## config.mk

```make
export PLATFORM = sky130hd
export DESIGN_NAME = serial_subtractor
export DESIGN_NICKNAME = d
export VERILOG_FILES = /design/src/rtl/serial_sub_pkg.sv /design/src/rtl/serial_subtractor_full_subtractor.sv /design/src/rtl/serial_subtractor.sv
export SDC_FILE = /design/constraint.sdc
export NUM_CORES = 1
export LEC_CHECK = 0
export CORE_MARGIN = 5
export CORE_UTILIZATION = 54
export CTS_BUF_LIST = sky130_fd_sc_hd__clkbuf_8
export DETAILED_ROUTE_END_ITERATION = 8
export GPL_ROUTABILITY_DRIVEN = 0
export HOLD_SLACK_MARGIN = 0.06
export PLACE_DENSITY = 0.84
export SLEW_MARGIN = 5
export SYNTH_ARGS = -nofsm -noshare
export SYNTH_HDL_FRONTEND = slang
export SYNTH_SLANG_ARGS = --single-unit
```

## constraint.sdc

```tcl
create_clock -name clk -period 1.7 [get_ports clk]
set_input_delay 0.255 -clock clk [delete_from_list [all_inputs] [get_ports clk]]
set_output_delay 0.255 -clock clk [all_outputs]
set_load 0.01 [all_outputs]
```

## src/rtl/serial_sub_pkg.sv

```systemverilog
// -----------------------------------------------------------------------------
// serial_sub_pkg
//   Shared types and helpers for the bit-serial subtractor.
//   - state_t : FSM encoding (IDLE, RUN, DONE), 2 bits.
//   - count_w : width of the bit counter for a given operand width.
// -----------------------------------------------------------------------------
package serial_sub_pkg;

    typedef enum logic [1:0] {
        IDLE = 2'd0,
        RUN  = 2'd1,
        DONE = 2'd2
    } state_t;

    // Counter width sized to hold WIDTH itself, so WIDTH=1 still gets one bit
    // and the last-bit compare never relies on wrap-around.
    function automatic int count_w(input int width);
        return $clog2(width + 1);
    endfunction

endpackage

```

## src/rtl/serial_subtractor_full_subtractor.sv

```systemverilog
// -----------------------------------------------------------------------------
// full_subtractor
//   1-bit full-subtractor cell: a - b - bin.
//   Ports:
//     a, b  : operand bits
//     bin   : borrow in
//     d     : difference bit
//     bout  : borrow out
// -----------------------------------------------------------------------------
module full_subtractor (
    input  logic a,
    input  logic b,
    input  logic bin,
    output logic d,
    output logic bout
);

    assign d    = a ^ b ^ bin;
    // Borrow when b exceeds a outright, or when they are equal and a borrow
    // is already pending from the lower bit.
    assign bout = (~a & b) | (~(a ^ b) & bin);

endmodule

```

## src/rtl/serial_subtractor.sv

```systemverilog
// -----------------------------------------------------------------------------
// serial_subtractor
//   Bit-serial unsigned subtractor, diff = a - b (mod 2^WIDTH), LSB first,
//   one bit per clock through a single full_subtractor cell.
//
//   Parameters:
//     WIDTH  : operand/result width, 1..64 (default 8).
//
//   Ports:
//     clk    : clock, rising edge.
//     rst    : asynchronous active-high reset.
//     start  : request, sampled only in IDLE; captures a and b.
//     a, b   : minuend / subtrahend.
//     busy   : high while in RUN.
//     done   : one-cycle strobe, results valid.
//     diff   : a - b modulo 2^WIDTH, held until the next completion.
//     borrow : final borrow-out (a < b unsigned), held likewise.
//     ovf    : signed overflow flag, held likewise.
//
//   Optional feature (macro SERIAL_SUB_SIGNED_OVF_EN):
//     defined   : ovf registered with done from the captured operand MSBs.
//     undefined : ovf tied to 0, no extra flops; port list unchanged.
//
//   Timing: accept at edge T -> done high between edges T+WIDTH and
//   T+WIDTH+1; back-to-back throughput one result every WIDTH+2 cycles.
// -----------------------------------------------------------------------------
module serial_subtractor
    import serial_sub_pkg::*;
#(
    parameter int WIDTH = 8
) (
    input  logic             clk,
    input  logic             rst,
    input  logic             start,
    input  logic [WIDTH-1:0] a,
    input  logic [WIDTH-1:0] b,
    output logic             busy,
    output logic             done,
    output logic [WIDTH-1:0] diff,
    output logic             borrow,
    output logic             ovf
);

    localparam int CW = count_w(WIDTH);

    state_t           state;
    state_t           state_nxt;
    logic [CW-1:0]    count;
    logic [WIDTH-1:0] a_sh;
    logic [WIDTH-1:0] b_sh;
    logic [WIDTH-1:0] res;
    logic [WIDTH-1:0] res_nxt;
    logic [WIDTH:0]   res_ext;
    logic             bin;
    logic             d;
    logic             bout;
    logic             last;

    // -------------------------------------------------------------------------
    // Per-bit cell
    // -------------------------------------------------------------------------
    full_subtractor u_cell (
        .a    (a_sh[0]),
        .b    (b_sh[0]),
        .bin  (bin),
        .d    (d),
        .bout (bout)
    );

    assign last = (count == CW'(WIDTH - 1));

    // New difference bit enters at the MSB; building the WIDTH+1 vector and
    // dropping its LSB keeps the shift legal even when WIDTH is 1.
    assign res_ext = {d, res};
    assign res_nxt = res_ext[WIDTH:1];

    // -------------------------------------------------------------------------
    // FSM: state register
    // -------------------------------------------------------------------------
    // NOTE: sequential state uses non-blocking (<=) so every flop samples
    // pre-edge values; blocking here would create order-dependent races.
    always_ff @(posedge clk or posedge rst) begin
        if (rst) begin
            state <= IDLE;
        end else begin
            state <= state_nxt;
        end
    end

    // -------------------------------------------------------------------------
    // FSM: next-state logic
    // -------------------------------------------------------------------------
    // NOTE: the default assignment on entry covers every path, so no latch
    // is inferred for state_nxt.
    always_comb begin
        state_nxt = state;
        case (state)
            IDLE:    if (start) state_nxt = RUN;
            RUN:     if (last)  state_nxt = DONE;
            DONE:               state_nxt = IDLE;
            default:            state_nxt = IDLE;
        endcase
    end

    // -------------------------------------------------------------------------
    // FSM: outputs (Moore, decoded from the registered state)
    // -------------------------------------------------------------------------
    always_comb begin
        busy = 1'b0;
        done = 1'b0;
        case (state)
            RUN:     busy = 1'b1;
            DONE:    done = 1'b1;
            default: ;
        endcase
    end

    // -------------------------------------------------------------------------
    // Datapath
    // -------------------------------------------------------------------------
    always_ff @(posedge clk or posedge rst) begin
        if (rst) begin
            count  <= '0;
            a_sh   <= '0;
            b_sh   <= '0;
            res    <= '0;
            bin    <= 1'b0;
            diff   <= '0;
            borrow <= 1'b0;
        end else begin
            case (state)
                IDLE: begin
                    if (start) begin
                        a_sh  <= a;
                        b_sh  <= b;
                        bin   <= 1'b0;
                        count <= '0;
                    end
                end
                RUN: begin
                    a_sh  <= a_sh >> 1;
                    b_sh  <= b_sh >> 1;
                    bin   <= bout;
                    res   <= res_nxt;
                    count <= count + CW'(1);
                    if (last) begin
                        diff   <= res_nxt;
                        borrow <= bout;
                    end
                end
                default: ;
            endcase
        end
    end

`ifdef SERIAL_SUB_SIGNED_OVF_EN
    // Operand MSBs are kept separately because a_sh/b_sh are shifted out by
    // the time the result is complete.
    logic a_msb;
    logic b_msb;

    always_ff @(posedge clk or posedge rst) begin
        if (rst) begin
            a_msb <= 1'b0;
            b_msb <= 1'b0;
            ovf   <= 1'b0;
        end else begin
            if (state == IDLE && start) begin
                a_msb <= a[WIDTH-1];
                b_msb <= b[WIDTH-1];
            end
            if (state == RUN && last) begin
                ovf <= (a_msb != b_msb) && (res_nxt[WIDTH-1] != a_msb);
            end
        end
    end
`else
    assign ovf = 1'b0;
`endif

endmodule
```

## After elaboration in Yosys (flattened, before gate mapping)

Cells that the tools add are included.

- $add $sub $neg: 1
- Multipliers: 0
- Div/mod/pow operators: 0
- Order comparisons: 0
- Eq/ne operators: 5
- Shift operators: 0
- Mux-type cells: 13
- Bitwise operators: 7
- Reductions and logical operators: 5

Operators with widths:

| cell | count |
|---|---|
| 8-bit one-hot mux with 2 select lines | 2 |
| 8-bit 2-to-1 mux | 2 |
| 4-bit one-hot mux with 2 select lines | 1 |
| 2-bit AND reduction | 3 |
| 4-bit by 1-bit adder with 4-bit output (second input constant) | 1 |
| 4-bit by 3-bit equality test with 1-bit output (second input constant) | 1 |
| 2-bit 2-to-1 mux | 2 |
| 4-bit 2-to-1 mux | 1 |
| 2-bit inequality test (second input constant) | 2 |
| 2-bit one-hot mux with 2 select lines | 1 |
| 1-bit 2-to-1 mux | 3 |
| 1-bit bitwise AND | 2 |
| 2-bit by 1-bit equality test with 1-bit output (second input constant) | 1 |
| 2-bit equality test (second input constant) | 1 |
| 2-bit logical NOT | 1 |
| 1-bit NOT | 2 |
| 1-bit one-hot mux with 2 select lines | 1 |
| 2-bit nonzero test | 1 |
| 1-bit XOR | 2 |
| 1-bit OR | 1 |

- Flip-flop bits (word level): 40
- Bits in latches: 0
- Memory bits (writable): 0
- Bits in read-only memories: 0
- Logic and storage cells: 39
- Memories kept: 0

## Depth between registers and ports, before layout

Gate-level depths: netlist of the first run.

- Depth in word-level cells: 5
- Depth in mapped cells: 6
- Depth with buffers taken out: 4

## Hierarchy

A second synthesis of the first run with hierarchy kept.

- Cell total of the unflattened synthesis: 171
- Area total of the unflattened synthesis: 1765.4 sq um

By module, submodules not included:

| module | times used | cells an instance | area an instance (sq um) | sequential area each (sq um) |
|---|---|---|---|---|
| serial_subtractor | 1 | 167 | 1734.2 | 975.9 |
| full_subtractor | 1 | 4 | 31.3 | 0.0 |

## Worst setup path before layout of the first run

Ideal clock, no wire load.

- Kind: register -> register
- From: register count[0]
- To: register diff[0]
- Setup time: 125 ps
- Arrival time: 1303 ps
- Required time: 1575 ps
- Slack: 272 ps
- Cell stages (with the launch flop): 5
- Path buffers: 0
- Period minus slack after synthesis: 1428 ps
- Cells stage by stage: dfrtp_1 ha_1 nand2_1 nor3_4 mux2_2

- Cells in the longest elaborated chain, start to end: 2

Ends and longest elaborated chain:

| what | RTL line | text |
|---|---|---|
| start: declaration | serial_subtractor.sv:48 | `logic [CW-1:0] count;` |
| start signal: assignment | serial_subtractor.sv:145 | `count <= count + CW'(1);` |
| 4-bit by 3-bit equality test with 1-bit output | serial_subtractor.sv:70 | `assign last = (count == CW'(WIDTH - 1));` |
| 2-bit AND reduction (no source line) | n/a |  |
| end signal: assignment | serial_subtractor.sv:147 | `diff <= res_nxt;` |
| end: declaration | serial_subtractor.sv:39 | `output logic [WIDTH-1:0] diff,` |

No other way between the ends.
A chain may end at the register's enable or synchronous reset.

## Worst setup path after layout of the first run

- From: register count[0]
- To: register diff[5]

Same word-level chain as after synthesis.

==> results of run 1 <==
==> tightest hold or removal path: cells and delay by family <==
family	cells	cell delay, ns
buffers and inverters	3	0.86
==> timing repair <==
| action | 4_1_cts | 5_1_grt |
|---|---|---|
| resized for setup | 2 | 2 |
| endpoints found under the setup margin | 2 | 18 |
| buffers inserted | 1 | 1 |
| gates cloned | 0 | 0 |
| pin swaps | 0 | 1 |
==> cells in the final DEF (no fill, tap or decap) <==
cell,synthesis,routed
sky130_fd_sc_hd__mux2_2,9,9
sky130_fd_sc_hd__o21bai_4,0,1
sky130_fd_sc_hd__dfrtp_2,0,1
sky130_fd_sc_hd__nand2_1,39,39
sky130_fd_sc_hd__a22oi_1,10,10
sky130_fd_sc_hd__dlymetal6s2s_1,0,1
sky130_fd_sc_hd__nor3_4,1,1
sky130_fd_sc_hd__dlygate4sd2_1,0,1
sky130_fd_sc_hd__nand3_1,3,3
sky130_fd_sc_hd__dfrtp_1,39,38
sky130_fd_sc_hd__nand2b_4,1,1
sky130_fd_sc_hd__nor2_1,2,2
sky130_fd_sc_hd__conb_1,1,1
sky130_fd_sc_hd__fa_1,1,1
sky130_fd_sc_hd__clkbuf_8,0,7
sky130_fd_sc_hd__and3b_1,4,4
sky130_fd_sc_hd__ha_1,1,1
sky130_fd_sc_hd__a2bb2oi_1,1,1
sky130_fd_sc_hd__or3_1,1,1
sky130_fd_sc_hd__buf_4,2,9
sky130_fd_sc_hd__buf_12,0,1
sky130_fd_sc_hd__nor2b_1,6,6
sky130_fd_sc_hd__o21ai_0,18,18
sky130_fd_sc_hd__mux2i_1,1,1
sky130_fd_sc_hd__inv_1,5,6
sky130_fd_sc_hd__clkdlybuf4s50_1,0,27
sky130_fd_sc_hd__a21oi_1,8,8
sky130_fd_sc_hd__a22o_1,2,2
==> cells by family after synthesis <==
| logic type | share of synthesized area |
|---|---|
| adder cells (fa/ha/maj) | 0.0190 |
| AND/OR/NAND/NOR | 0.162 |
| AO/OA/AOI/OAI | 0.142 |
| buffers and inverters | 0.0402 |
| multiplexers | 0.0650 |
| other | 0.00219 |
| flip-flops | 0.570 |
==> sequential cells by signal (all words and copies together), names as in the netlist <==
register,cells
borrow,1
res,7
count,4
a_sh,8
diff,8
state,2
b_sh,8
bin,1
==> final timing paths <==
kind / cells after the start / slack (ns) / end
worst max-delay path: 5 / 0.17 / diff[5]$_DFFE_PP0P_
worst max register to register: 5 / 0.17 / diff[5]$_DFFE_PP0P_
worst min-delay path: 3 / 0.38 / diff[1]$_DFFE_PP0P_
worst min register to register: 2 / 0.49 / b_sh[1]$_DFFE_PP0P_
max in group asynchronous: 3 / 0.95 / state[0]$_DFFE_PP0P_
min in group clk: 2 / 0.49 / b_sh[1]$_DFFE_PP0P_
==> per-layer routing <==
layer / up-vias / track usage
met5: - / 0
met4: 0 / 0.0635
met3: 4 / 0.0646
met2: 42 / 0.295
met1: 645 / 0.244
li1: 622 / -
==> where the power goes <==
group / total, mW / internal [mW] / switching, mW
logic: 1.54 / 0.767 / 0.778
clock network: 0.669 / 0.364 / 0.305
registers: 1.60 / 1.33 / 0.272
==> cell type report <==
| cell class | count | share of cell area |
|---|---|---|
| flip-flops and latches | 39 | 0.443 |
| well taps | 44 | 0.0250 |
| repair buffers | 39 | 0.172 |
| clock buffers | 7 | 0.0437 |
| multi-input cells | 110 | 0.306 |
| clock inverters | 1 | 0.00170 |
| inverters | 5 | 0.00851 |
==> per-stage QoR <==
step                setup WS [ns]  utilization  total power, mW  cells
floorplan                   0.272            -             2.54    165
global placement            0.105        0.677             3.02    235
detailed placement         0.0343        0.677             3.11    235
CTS                        0.0124        0.713             3.82    244
global route                0.108        0.723             4.11    245
finish                      0.166        0.723             3.81    245
==> results.cfg, run 1 <==
[outcome]
outcome = complete, no violations

[cts]
clock-root-buffer = sky130_fd_sc_hd__clkbuf_8
cts-buffers-inserted = 5
clk_transition_reported_paths_ns = 0.07
htreeDepth = 2
tritoncts = done
clkLatencyLatePin_ns = 0.29
cts-root-to-sink-buffers = 2
clkSinkCount = 39
cts_hold_buffers = 0

[power]
power_per_cell_area_nw_per_um2 = 1730
ir_worst_vdd_v = 0.000975
leakagePower_nw = 1.02

[routing]
drt-initial-drc-count = 107
first_pass_iters = 4
wirelength_met1_mm = 1.60
vias_per_cell = 5.36
antenna_violating_nets_post_route = 0
drt-wirelength-per-cell_um = 14.9
top_layer_used = met4
drc = 0
routed_wirelength_mm = 3.66
met3RoutedLength_um = 254
dr_total_vias = 1313
met2WireLength_mm = 1.76

[global_routing]
antenna_violations_before_repair = 0
grt.total_usage = 0.189
remaining_global_route_overflow = 0
grt_first_pass_wirelength_mm = 6.22
first_global_vias = 1370
grt_start_max_net_pins = 40

[layout]
area.sequential_um2 = 977
nNetsFinal = 221
footprint_of_the_multi_input_gates_um2 = 676
drive_gt1_frac = 0.149
post-route-cell-area_um2 = 2210
fill_cells = 238
n_antenna_cell = 0
syn2layout_area_growth_pct = 28.8

[sta]
timing_max_transition_violations_final = 0
min_period_over_period = 0.902
finalWorstPathRequiredPeriod_ns = 1.53
setup_tns_final_ns = 0
clock.fmax_mhz = 652
setup_viol_count_final = 0
finalHoldViolations = 0
final.setup_skew_ns = 0.00601
grt_setup_unrepaired = false
holdWs_ns = 0.378

[synthesis]
synth_async_sr_flop_share = 1.00
yosys-top-cells-count = sky130_fd_sc_hd__dfrtp_1, sky130_fd_sc_hd__nand2_1, sky130_fd_sc_hd__o21ai_0, sky130_fd_sc_hd__a22oi_1, sky130_fd_sc_hd__mux2_2
synth.lib_cells_used.distinct = 24
synthesis.nets = 186
synth.area.top_cells = sky130_fd_sc_hd__dfrtp_1, sky130_fd_sc_hd__nand2_1, sky130_fd_sc_hd__mux2_2
synthesized_area_per_cell_um2 = 10.4
synthesis.yosys.warnings = 0
synthDominantAreaCellType = sky130_fd_sc_hd__dfrtp_1
netlist_area_um2 = 1710
ys_ff_latch = 39
synth_largest_type_area_fraction = 0.570
synth_enable_flop_cells = 0
synth_sequential_area_ratio = 0.570
syn-instance-count = 165
yosys_most_used_dff = sky130_fd_sc_hd__dfrtp_1

[placed_design]
dpl-instance-area_um2 = 2070
dp_hpwl_mm = 2.50
port_buf_inserts = 29

[hold_path]
min-delay-path-class = input pin to asynchronous set/reset pin

[job]
max_cap_violations = 0

[die]
top_level_ports = 31
die_width_um = 66.3
floorplan.rows = 20
die_y_um = 66.3
fp.dieArea_um2 = 4400
floorplan.initialDensity = 0.561
fp.coreArea_um2 = 3050

[worst_setup_path]
crit_path_cell_trace = ha_1 -> nand2_1 -> nor3_4 -> buf_12 -> mux2_2
critical_path.endpoint_type = register
critical_path_peak_fanout = 9
cp_slowest_cell = sky130_fd_sc_hd__dfrtp_1
required_time_of_the_critical_path_ns = 1.88
path_class = register to register
slowest_delay_ns = 0.40
timing.critical_path.arrival_ns = 1.71
critPathBufInv = 1
crit_path_start_kind = register
worst_r2r_startpoint = count[0]$_DFFE_PP0P_
cpLargestDelayFamily = flip-flops
crit_start = count[0]$_DFFE_PP0P_
Note: power is estimated with default switching activity, not from simulation.
==> run 2, diff against run 1 <==
--- a/config.mk
+++ b/config.mk
@@ -12,6 +12,7 @@
 export GPL_ROUTABILITY_DRIVEN = 0
 export HOLD_SLACK_MARGIN = 0.06
 export PLACE_DENSITY = 0.84
+export SKIP_CTS_REPAIR_TIMING = 1
 export SLEW_MARGIN = 5
 export SYNTH_ARGS = -nofsm -noshare
 export SYNTH_HDL_FRONTEND = slang
==> constraint.sdc (replaced) <==
create_clock -name clk -period 1.7 [get_ports clk]
set_input_delay 0.255 -clock clk [delete_from_list [all_inputs] [get_ports clk]]
set_output_delay 0.255 -clock clk [all_outputs]
set_load 0.05 [all_outputs]
==> run 2 against run 1 <==
  * Via count down 2.4%
  * Register-to-register slack better by 0.06 ns
  * Cell count down 0.41%
  * Non-clock buffer count down 1
  * Combinational power up 23%
  * Total power up 12%
  * Die area unchanged
  * Core utilization down 0.49 points
  * Clock power up 17%
  * Clock-buffer cell count down 1
  * Critical path depth down 2
  * Critical path type is now register to output port
  * Largest power group is now combinational cells
==> results.cfg, run 2 (same netlist as run 1, synthesis figures left out) <==
[global_routing]
first_global_vias = 1372
remaining_global_route_overflow = 0
grt_start_max_net_pins = 40
groute.layer.met2.usage = 0.306
grt.total_usage = 0.184
grt-busiest-layer = met2
antenna_violations_before_repair = 0
met3_usage = 0.0510
grt_first_pass_wirelength_mm = 6.22
gr-usage-met1 = 0.238

[sta]
min_period_over_period = 0.922
setup_viol_count_final = 0
final.setup_skew_ns = 0.00713
grt_setup_unrepaired = false
holdWs_ns = 0.370
finalWorstPathRequiredPeriod_ns = 1.57
setup_tns_final_ns = 0
finalHoldViolations = 0
final_critical_path_setup_slack_ns = 0.132
clock.fmax_mhz = 638
timing_max_transition_violations_final = 0

[routing]
drt-wirelength-per-cell_um = 14.4
antenna_violating_nets_post_route = 0
routed_wirelength_mm = 3.51
first_pass_iters = 4
drt-initial-drc-count = 94
drc = 0
dr_total_vias = 1281
vias_per_cell = 5.25

[power]
int_pwr_mw = 2.56
ir_worst_vdd_v = 0.00157
power.clock.fraction = 0.184
power.sequential.fraction = 0.371
power_frac_comb = 0.445
leakagePower_nw = 1.02
power.switching_mw = 1.70
total_power_mw = 4.26
switch_share = 0.399
power_per_cell_area_nw_per_um2 = 1940

[cts]
clkLatencyLatePin_ns = 0.29
cts-root-to-sink-buffers = 2
clkSinkCount = 39
clk_transition_reported_paths_ns = 0.08
clock-root-buffer = sky130_fd_sc_hd__clkbuf_8
cts-buffers-inserted = 5
tritoncts = done
htreeDepth = 2

[layout]
nNetsFinal = 220
n_antenna_cell = 0
largestRegisters = a_sh (8), b_sh (8), diff (8)
final-instance-count-excl-fill = 244
commonest_non_fill_non_tap_cells_in_the_layout = sky130_fd_sc_hd__nand2_1, sky130_fd_sc_hd__dfrtp_1, sky130_fd_sc_hd__o21ai_0, sky130_fd_sc_hd__clkdlybuf4s50_1, sky130_fd_sc_hd__buf_4
drive_gt1_frac = 0.200
syn2layout_area_growth_pct = 27.9

[die]
floorplan.rows = 20
fp.dieArea_um2 = 4400
die_width_um = 66.3
floorplan.initialDensity = 0.561
fp.coreArea_um2 = 3050
die_y_um = 66.3
top_level_ports = 31

[worst_setup_path]
crit_path_start_kind = register
required_time_of_the_critical_path_ns = 1.44
worst_r2r_startpoint = count[0]$_DFFE_PP0P_
critical_path_peak_fanout = 26
timing.reg2reg.worst_path_depth = 5
path_class = register to output port
critical_path.endpoint_type = output port
worst_reg2reg_path_endpoint = diff[5]$_DFFE_PP0P_
timing.reg2reg.setup_slack_ns = 0.23
timing.critical_path.arrival_ns = 1.31

[placed_design]
port_buf_inserts = 29
dp_hpwl_mm = 2.50
dp_worst_setup_slack_ns = 0.129
place.detailed.instances = 236

[job]
max_cap_violations = 0

[hold_path]
min-delay-path-class = input pin to asynchronous set/reset pin

[outcome]
outcome = complete, no violations
[run 2: per-layer routing]
metal,routed length (um),part of all wire
met1,1490,0.42
met2,1800,0.51
met3,188,0.054
met4,30,0.0086
met5,0,0
[run 2: final cells by class]
cell class                 instances  area (um^2)
tap                               44         55.1
fill                             254          862
multi-input combinational        110          668
timing repair buffer              38          355
clock inverter                     2         35.0
sequential                        39          976
clock buffer                       6         82.6
inverter                           5         18.8
[run 2: through the flow]
step                      utilization  instance area [um^2]
after global routing            0.718                  2190
final                           0.718                  2190
after CTS                       0.718                  2190
after global placement          0.679                  2070
after detailed placement        0.679                  2070
after floorplan                     -                  1710
[run 2: worst max-delay path, stage by stage, from the launching register on]
cell and delay (ns):
sky130_fd_sc_hd__dfrtp_1 0.40, sky130_fd_sc_hd__buf_4 0.23, sky130_fd_sc_hd__nor2b_1 0.22, sky130_fd_sc_hd__buf_12 0.17
[run 2: power by group through the flow]
stage / logic (mW) / registers (mW) / clock network [mW]
finish: 1.90 / 1.58 / 0.783
global route: 2.10 / 1.64 / 0.846
CTS: 1.92 / 1.59 / 0.796
detailed placement: 1.91 / 1.60 / 0
global placement: 1.85 / 1.57 / 0
floorplan: 1.03 / 1.86 / 0
[run 2: how the worst max path moves through the flow]
| stage | from | to | slack [ns] | cells after the start |
|---|---|---|---|---|
| detailed placement | start | a_sh[2]$_DFFE_PP0P_ | 0.13 | 5 |
| finish | state[0]$_DFFE_PP0P_ | done | 0.13 | 3 |
| global route | state[0]$_DFFE_PP0P_ | done | 0.07 | 3 |
| global placement | start | a_sh[2]$_DFFE_PP0P_ | 0.19 | 5 |
| CTS | state[0]$_DFFE_PP0P_ | done | 0.12 | 3 |
| floorplan | state[0]$_DFFE_PP0P_ | done | 0.06 | 3 |
==> run 3, diff against run 2 <==
--- a/config.mk
+++ b/config.mk
@@ -5,9 +5,10 @@
 export SDC_FILE = /design/constraint.sdc
 export NUM_CORES = 1
 export LEC_CHECK = 0
+export ABC_AREA = 1
 export CORE_MARGIN = 5
 export CORE_UTILIZATION = 54
-export CTS_BUF_LIST = sky130_fd_sc_hd__clkbuf_8
+export CTS_BUF_LIST = sky130_fd_sc_hd__clkbuf_2 sky130_fd_sc_hd__clkbuf_4 sky130_fd_sc_hd__clkbuf_8
 export DETAILED_ROUTE_END_ITERATION = 8
 export GPL_ROUTABILITY_DRIVEN = 0
 export HOLD_SLACK_MARGIN = 0.06
==> run 3 against run 2 <==
  * Via count rose by 6.0%
  * Synthesized cell count rose by 17%
  * Global-route usage fell by 2.3 points
  * First-iteration DRC count fell by 30%
==> results.cfg, run 3 <==
[global_routing]
grt_first_pass_wirelength_mm = 5.46
antenna_violations_before_repair = 0
remaining_global_route_overflow = 0
gr-usage-met1 = 0.214
groute.layer.met2.usage = 0.254
first_global_vias = 1248
met3_usage = 0.0472
grt-busiest-layer = met2
grt.total_usage = 0.162
grt_start_max_net_pins = 40

[routing]
vias_per_cell = 5.09
antenna_violating_nets_post_route = 0
drc = 0
routed_wirelength_mm = 3.19
first_pass_iters = 4
dr_total_vias = 1358
drt-wirelength-per-cell_um = 12.0
drt-initial-drc-count = 66

[worst_setup_path]
path_class = register to output port
crit_path_start_kind = register
timing.critical_path.arrival_ns = 1.32
critical_path.endpoint_type = output port
critical_path_peak_fanout = 35
required_time_of_the_critical_path_ns = 1.44

[synthesis]
netlist_area_um2 = 1730
syn-instance-count = 193
synth.lib_cells_used.distinct = 25
synthesis.nets = 214
yosys.cell_count.top_type = sky130_fd_sc_hd__nand2_1
synthDominantAreaCellType = sky130_fd_sc_hd__dfrtp_1
synthesis.yosys.warnings = 0
synthesized_area_per_cell_um2 = 8.97
synth.area.top_cells = sky130_fd_sc_hd__dfrtp_1, sky130_fd_sc_hd__nand2_1, sky130_fd_sc_hd__nand3_1
yosys_most_used_dff = sky130_fd_sc_hd__dfrtp_1
synth_async_sr_flop_share = 1.00
synth_largest_type_area_fraction = 0.564
yosys-top-cells-count = sky130_fd_sc_hd__nand2_1, sky130_fd_sc_hd__nand3_1, sky130_fd_sc_hd__dfrtp_1, sky130_fd_sc_hd__inv_1
synth_enable_flop_cells = 0
synth_sequential_area_ratio = 0.564
ys_ff_latch = 39

[sta]
finalWorstPathRequiredPeriod_ns = 1.58
final_critical_path_setup_slack_ns = 0.121
final.setup_skew_ns = 0.0118
clock.fmax_mhz = 633
finalHoldViolations = 0
grt_setup_unrepaired = false
setup_viol_count_final = 0
setup_tns_final_ns = 0
min_period_over_period = 0.929
timing_max_transition_violations_final = 0

[layout]
commonest_non_fill_non_tap_cells_in_the_layout = sky130_fd_sc_hd__nand2_1, sky130_fd_sc_hd__nand3_1, sky130_fd_sc_hd__dfrtp_1, sky130_fd_sc_hd__clkdlybuf4s50_1, sky130_fd_sc_hd__buf_4
n_antenna_cell = 0
layout.cells.most_common = sky130_fd_sc_hd__nand2_1
drive_gt1_frac = 0.135
syn2layout_area_growth_pct = 22.4
nNetsFinal = 243
fill_cells = 256
largestRegisters = a_sh (8), b_sh (8), diff (8)

[power]
ir_worst_vdd_v = 0.000793
int_pwr_mw = 2.37
switch_share = 0.420
power.switching_mw = 1.72
power_per_cell_area_nw_per_um2 = 1930
power.clock.fraction = 0.187
power_frac_comb = 0.427
power.sequential.fraction = 0.386
leakagePower_nw = 1.05

[cts]
cts-buffers-inserted = 5
htreeDepth = 2
clkLatencyLatePin_ns = 0.35
clk_transition_reported_paths_ns = 0.12
tritoncts = done
cts-root-to-sink-buffers = 2
clock-root-buffer = sky130_fd_sc_hd__clkbuf_4
clkSinkCount = 39

[die]
floorplan.rows = 20
fp.dieArea_um2 = 4440
fp.coreArea_um2 = 3050
floorplan.initialDensity = 0.567
top_level_ports = 31
die_y_um = 66.6
die_width_um = 66.6

[job]
max_cap_violations = 0

[placed_design]
port_buf_inserts = 29
dp_worst_setup_slack_ns = 0.331
dp_hpwl_mm = 2.10

[outcome]
outcome = complete, no violations

[hold_path]
min-delay-path-class = input pin to asynchronous set/reset pin
## run 3: cell count changes after synthesis, sizes merged, moves of 8 or more
cell | before | now
nand3 | 3 | 43
nand2 | 39 | 76
o21ai | 18 | 3
a22oi | 10 | 0
mux2 | 9 | 0
buf | 3 | 11
clkbuf | 8 | 0
## run 3: final timing paths
path | endpoint | cells past startpoint | slack (ns) | start
setup / recovery | busy | 3 | 0.12 | state[0]$_DFFE_PP0P_
hold / removal | state[1]$_DFFE_PP0P_ | 3 | 0.31 | rst
setup reg to reg | diff[4]$_DFFE_PP0P_ | 6 | 0.34 | count[0]$_DFFE_PP0P_
hold reg to reg | diff[0]$_DFFE_PP0P_ | 2 | 0.49 | diff[0]$_DFFE_PP0P_
max in group asynchronous | diff[3]$_DFFE_PP0P_ | 3 | 1.05 | rst
min in group clk | a_sh[7]$_DFFE_PP0P_ | 3 | 0.44 | a[7]
## run 3: through the flow
stage,std cells,hold WS (ns),power (mW),area (um^2),utilization
floorplan,193,0.365,2.95,1730,-
finish,267,0.310,4.09,2120,0.694
CTS,267,0.314,4.13,2120,0.694
global placement,259,0.456,3.30,2010,0.660
global route,267,0.364,4.39,2120,0.694
detailed placement,259,0.462,3.36,2010,0.660
## run 3: power by group through the flow
stage,Combinational [mW],Sequential [mW],Clock [mW]
after CTS,1.77,1.58,0.781
after global routing,1.93,1.63,0.825
after detailed placement,1.77,1.60,0
after floorplan,1.02,1.93,0
after global placement,1.72,1.58,0
final,1.74,1.58,0.765
## run 3: cell type report
type	instances	area [um^2]	area share
timing repair buffer	33	318	0.150
clock inverter	3	67.6	0.0319
multi-input combinational	135	631	0.298
clock buffer	5	37.5	0.0177
inverter	8	35.0	0.0165
sequential	39	976	0.460
tap	44	55.1	0.0260
## run 3: cell families (layout without fill, tap and decap cells)
| family | Yosys count | count (layout) | synth area share |
|---|---|---|---|
| and+or+nand+nor | 125 | 125 | 0.319 |
| DFF | 39 | 39 | 0.564 |
| buffers and inverters | 19 | 49 | 0.0722 |
| AOI/OAI and AO/OA | 6 | 6 | 0.0195 |
| adders and majority gates | 2 | 2 | 0.0188 |
| other | 1 | 1 | 0.00217 |
| xor gates and xnor gates | 1 | 1 | 0.00506 |
## run 3: layer usage
layer,vias to the layer above,part of all wire
li1,674,-
met1,645,0.45
met2,34,0.49
met3,5,0.050
met4,0,0.014
met5,-,0
## run 3: worst max-delay path: stages (launching register included)
cell	delay (ns)
sky130_fd_sc_hd__dfrtp_1	0.48
sky130_fd_sc_hd__nand2_4	0.10
sky130_fd_sc_hd__inv_6	0.22
sky130_fd_sc_hd__buf_12	0.18
==> edit, RTL diff (config.mk and constraints of run 3) <==
The option `SERIAL_SUB_SIGNED_OVF_EN` is turned on by a define.
--- a/src/rtl/serial_subtractor.sv
+++ b/src/rtl/serial_subtractor.sv
@@ -24,6 +24,8 @@
 //   Timing: accept at edge T -> done high between edges T+WIDTH and
 //   T+WIDTH+1; back-to-back throughput one result every WIDTH+2 cycles.
 // -----------------------------------------------------------------------------
+`define SERIAL_SUB_SIGNED_OVF_EN
+
 module serial_subtractor
     import serial_sub_pkg::*;
 #(
Check against the original RTL: not equivalent (a bounded check fails within 10 cycles, from zero or initial values and one cycle with rst high).
==> edit against run 3 <==
- final area grew 12%
- worst setup slack lost 0.026 ns
- area after synthesis grew 11%
- routed wire length grew 19%
- critical path type unchanged
- sequential cell count grew 3
- combinational power grew 26%
- synthesized cell count grew 22%
- power grew 9.8%
==> edit: results (changes against run 3) <==
| Metric | Value |
|---|---|
| R2r startpoint | `b_sh[0]` |
| Initial antenna violation count | `0 (unchanged)` |
| Buffers on Ports | `30 (+3.4%)` |
| R2R cell count | `7 (+1)` |
| Total number of vias | `1567 (+15%)` |
| Final nets | `293 (+21%)` |
| M1 GR Usage | `21.0% (-0.45 points)` |
| Seq pwr | `1.76 mW (+11%)` |
| Critical R2R Capture | `ovf` |
| Most frequent cells after synthesis | `103 x nand2_1, 42 x dfrtp_1, 25 x nand3_1` |
| Max Fanout on Critical Path | `8 (-77%)` |
| Global routing usage on met2 | `28.3% (+2.9 points)` |
| Routed len/inst | `11.9 µm (-0.52%)` |
| Detail Placement HPWL | `2.75 mm (+31%)` |
| Worst Tran Pin Value | `0.393 ns` |
| Syn Nets | `256 (+20%)` |
| Placed Cells incl. Taps | `311 (+20%)` |
| Worst hold slack | `0.256 ns (-0.0544 ns)` |
| Synth cell types | `20 (-20%)` |
| Starting DRT DRC Count | `113 (+71%)` |
| Pin count of the biggest net entering global routing | `43 (+7.5%)` |
| Met3 usage | `6.09% (+1.4 points)` |
| Synth area leaders | `dfrtp_1 55%, nand2_1 20%, nand3_1 6.5%, nor2_1 3.5%, inv_1 2.7%` |
| Top flop regs | `a_sh (8), b_sh (8), diff (8)` |
| Vias in the first global route | `1541 (+23%)` |
| Crit-path max cell delay | `0.46 ns (-0.02 ns)` |
| Sequential area share after synthesis | `54.8% (-1.6 points)` |
| Vias per Instance | `4.91 (-3.4%)` |
| Outcome | `complete, no violations` |
| Comb. pwr | `2.20 mW (+26%)` |
| Ratio of cells with drive above 1 in the final layout | `13.2% (-0.27 points)` |
| Avg Cell Area, Syn | `8.17 µm² (-9.0%)` |
| Switching power | `2.01 mW (+17%)` |
| Worst Path Arrival | `1.35 ns (+0.03 ns)` |
| Syn-to-layout area delta | `23.4%` |
| Total track usage | `17.1% (+0.90 points)` |
| Flop2flop setup slack | `0.26 ns (-0.08 ns)` |
| Clock skew | `0.00753 ns (-0.00423 ns)` |
| Part of the power in registers | `39.2% (+0.6 points)` |
| Max VDD drop | `0.943 mV (+19%)` |
| Synthesis Warnings | `0 (unchanged)` |
| First-pass GRT wire length | `6.69 mm (+22%)` |
-- edit: changes by cell type in the layout (fill, tap and decap cells not counted), sizes merged, moves of 2 or more --
cell,delta
nor2,+15
nand3b,+5
buf,+6
inv,+8
nand2,+31
clkbuf,+2
bufinv,-2
nand3,-18
dfrtp,+3
o21ai,+2
-- edit: logic make-up after synthesis --
kind of cell    count (synthesis)  synth area share [%]
compound gates                  8                  2.28
fa+ha+maj                       2                  1.69
buf+inv                        25                  6.26
flops                          42                  54.8
simple gates                  158                  35.0
-- edit: through the flow --
stage / setup slack (ns) / instance area, µm²
finish: 0.0949 / 2370
global route: 0.0268 / 2370
CTS: 0.0780 / 2370
detailed placement: 0.283 / 2300
global placement: 0.310 / 2300
floorplan: 0.228 / 1920
-- edit: cell type report --
class | count | area [µm²]
Sequential cell | 42 | 1050
Fill cell | 256 | 1020
Multi-Input combinational cell | 168 | 748
Timing Repair Buffer | 39 | 388
Inverter | 16 | 60.1
Clock buffer | 7 | 58.8
Tap cell | 46 | 57.6
Clock inverter | 1 | 5.00
-- edit: metal layers --
metal | routed length, µm | up-vias
met2 | 1790 | 23
met4 | 55 | 0
met5 | 0 | -
li1 | - | 809
met1 | 1810 | 729
met3 | 137 | 6
-- edit: how the worst max path moves through the flow --
stage / start / endpoint / slack (ns) / cells after the start
after floorplan: state[0] / done / 0.23 / 2
after global placement: b_sh[0] / ovf / 0.31 / 7
after detailed placement: b_sh[0] / ovf / 0.28 / 7
after CTS: state[0] / done / 0.08 / 3
after global routing: state[0] / busy / 0.03 / 3
final: state[0] / done / 0.09 / 3
-- edit: worst reg2reg max path: stages (launching register included) --
cell and delay [ns]:
dfrtp_1 0.39, inv_1 0.07, fa_1 0.60, inv_1 0.07, nand3_1 0.07, nand2_1 0.05
nand2_1 0.06, nand2_1 0.05
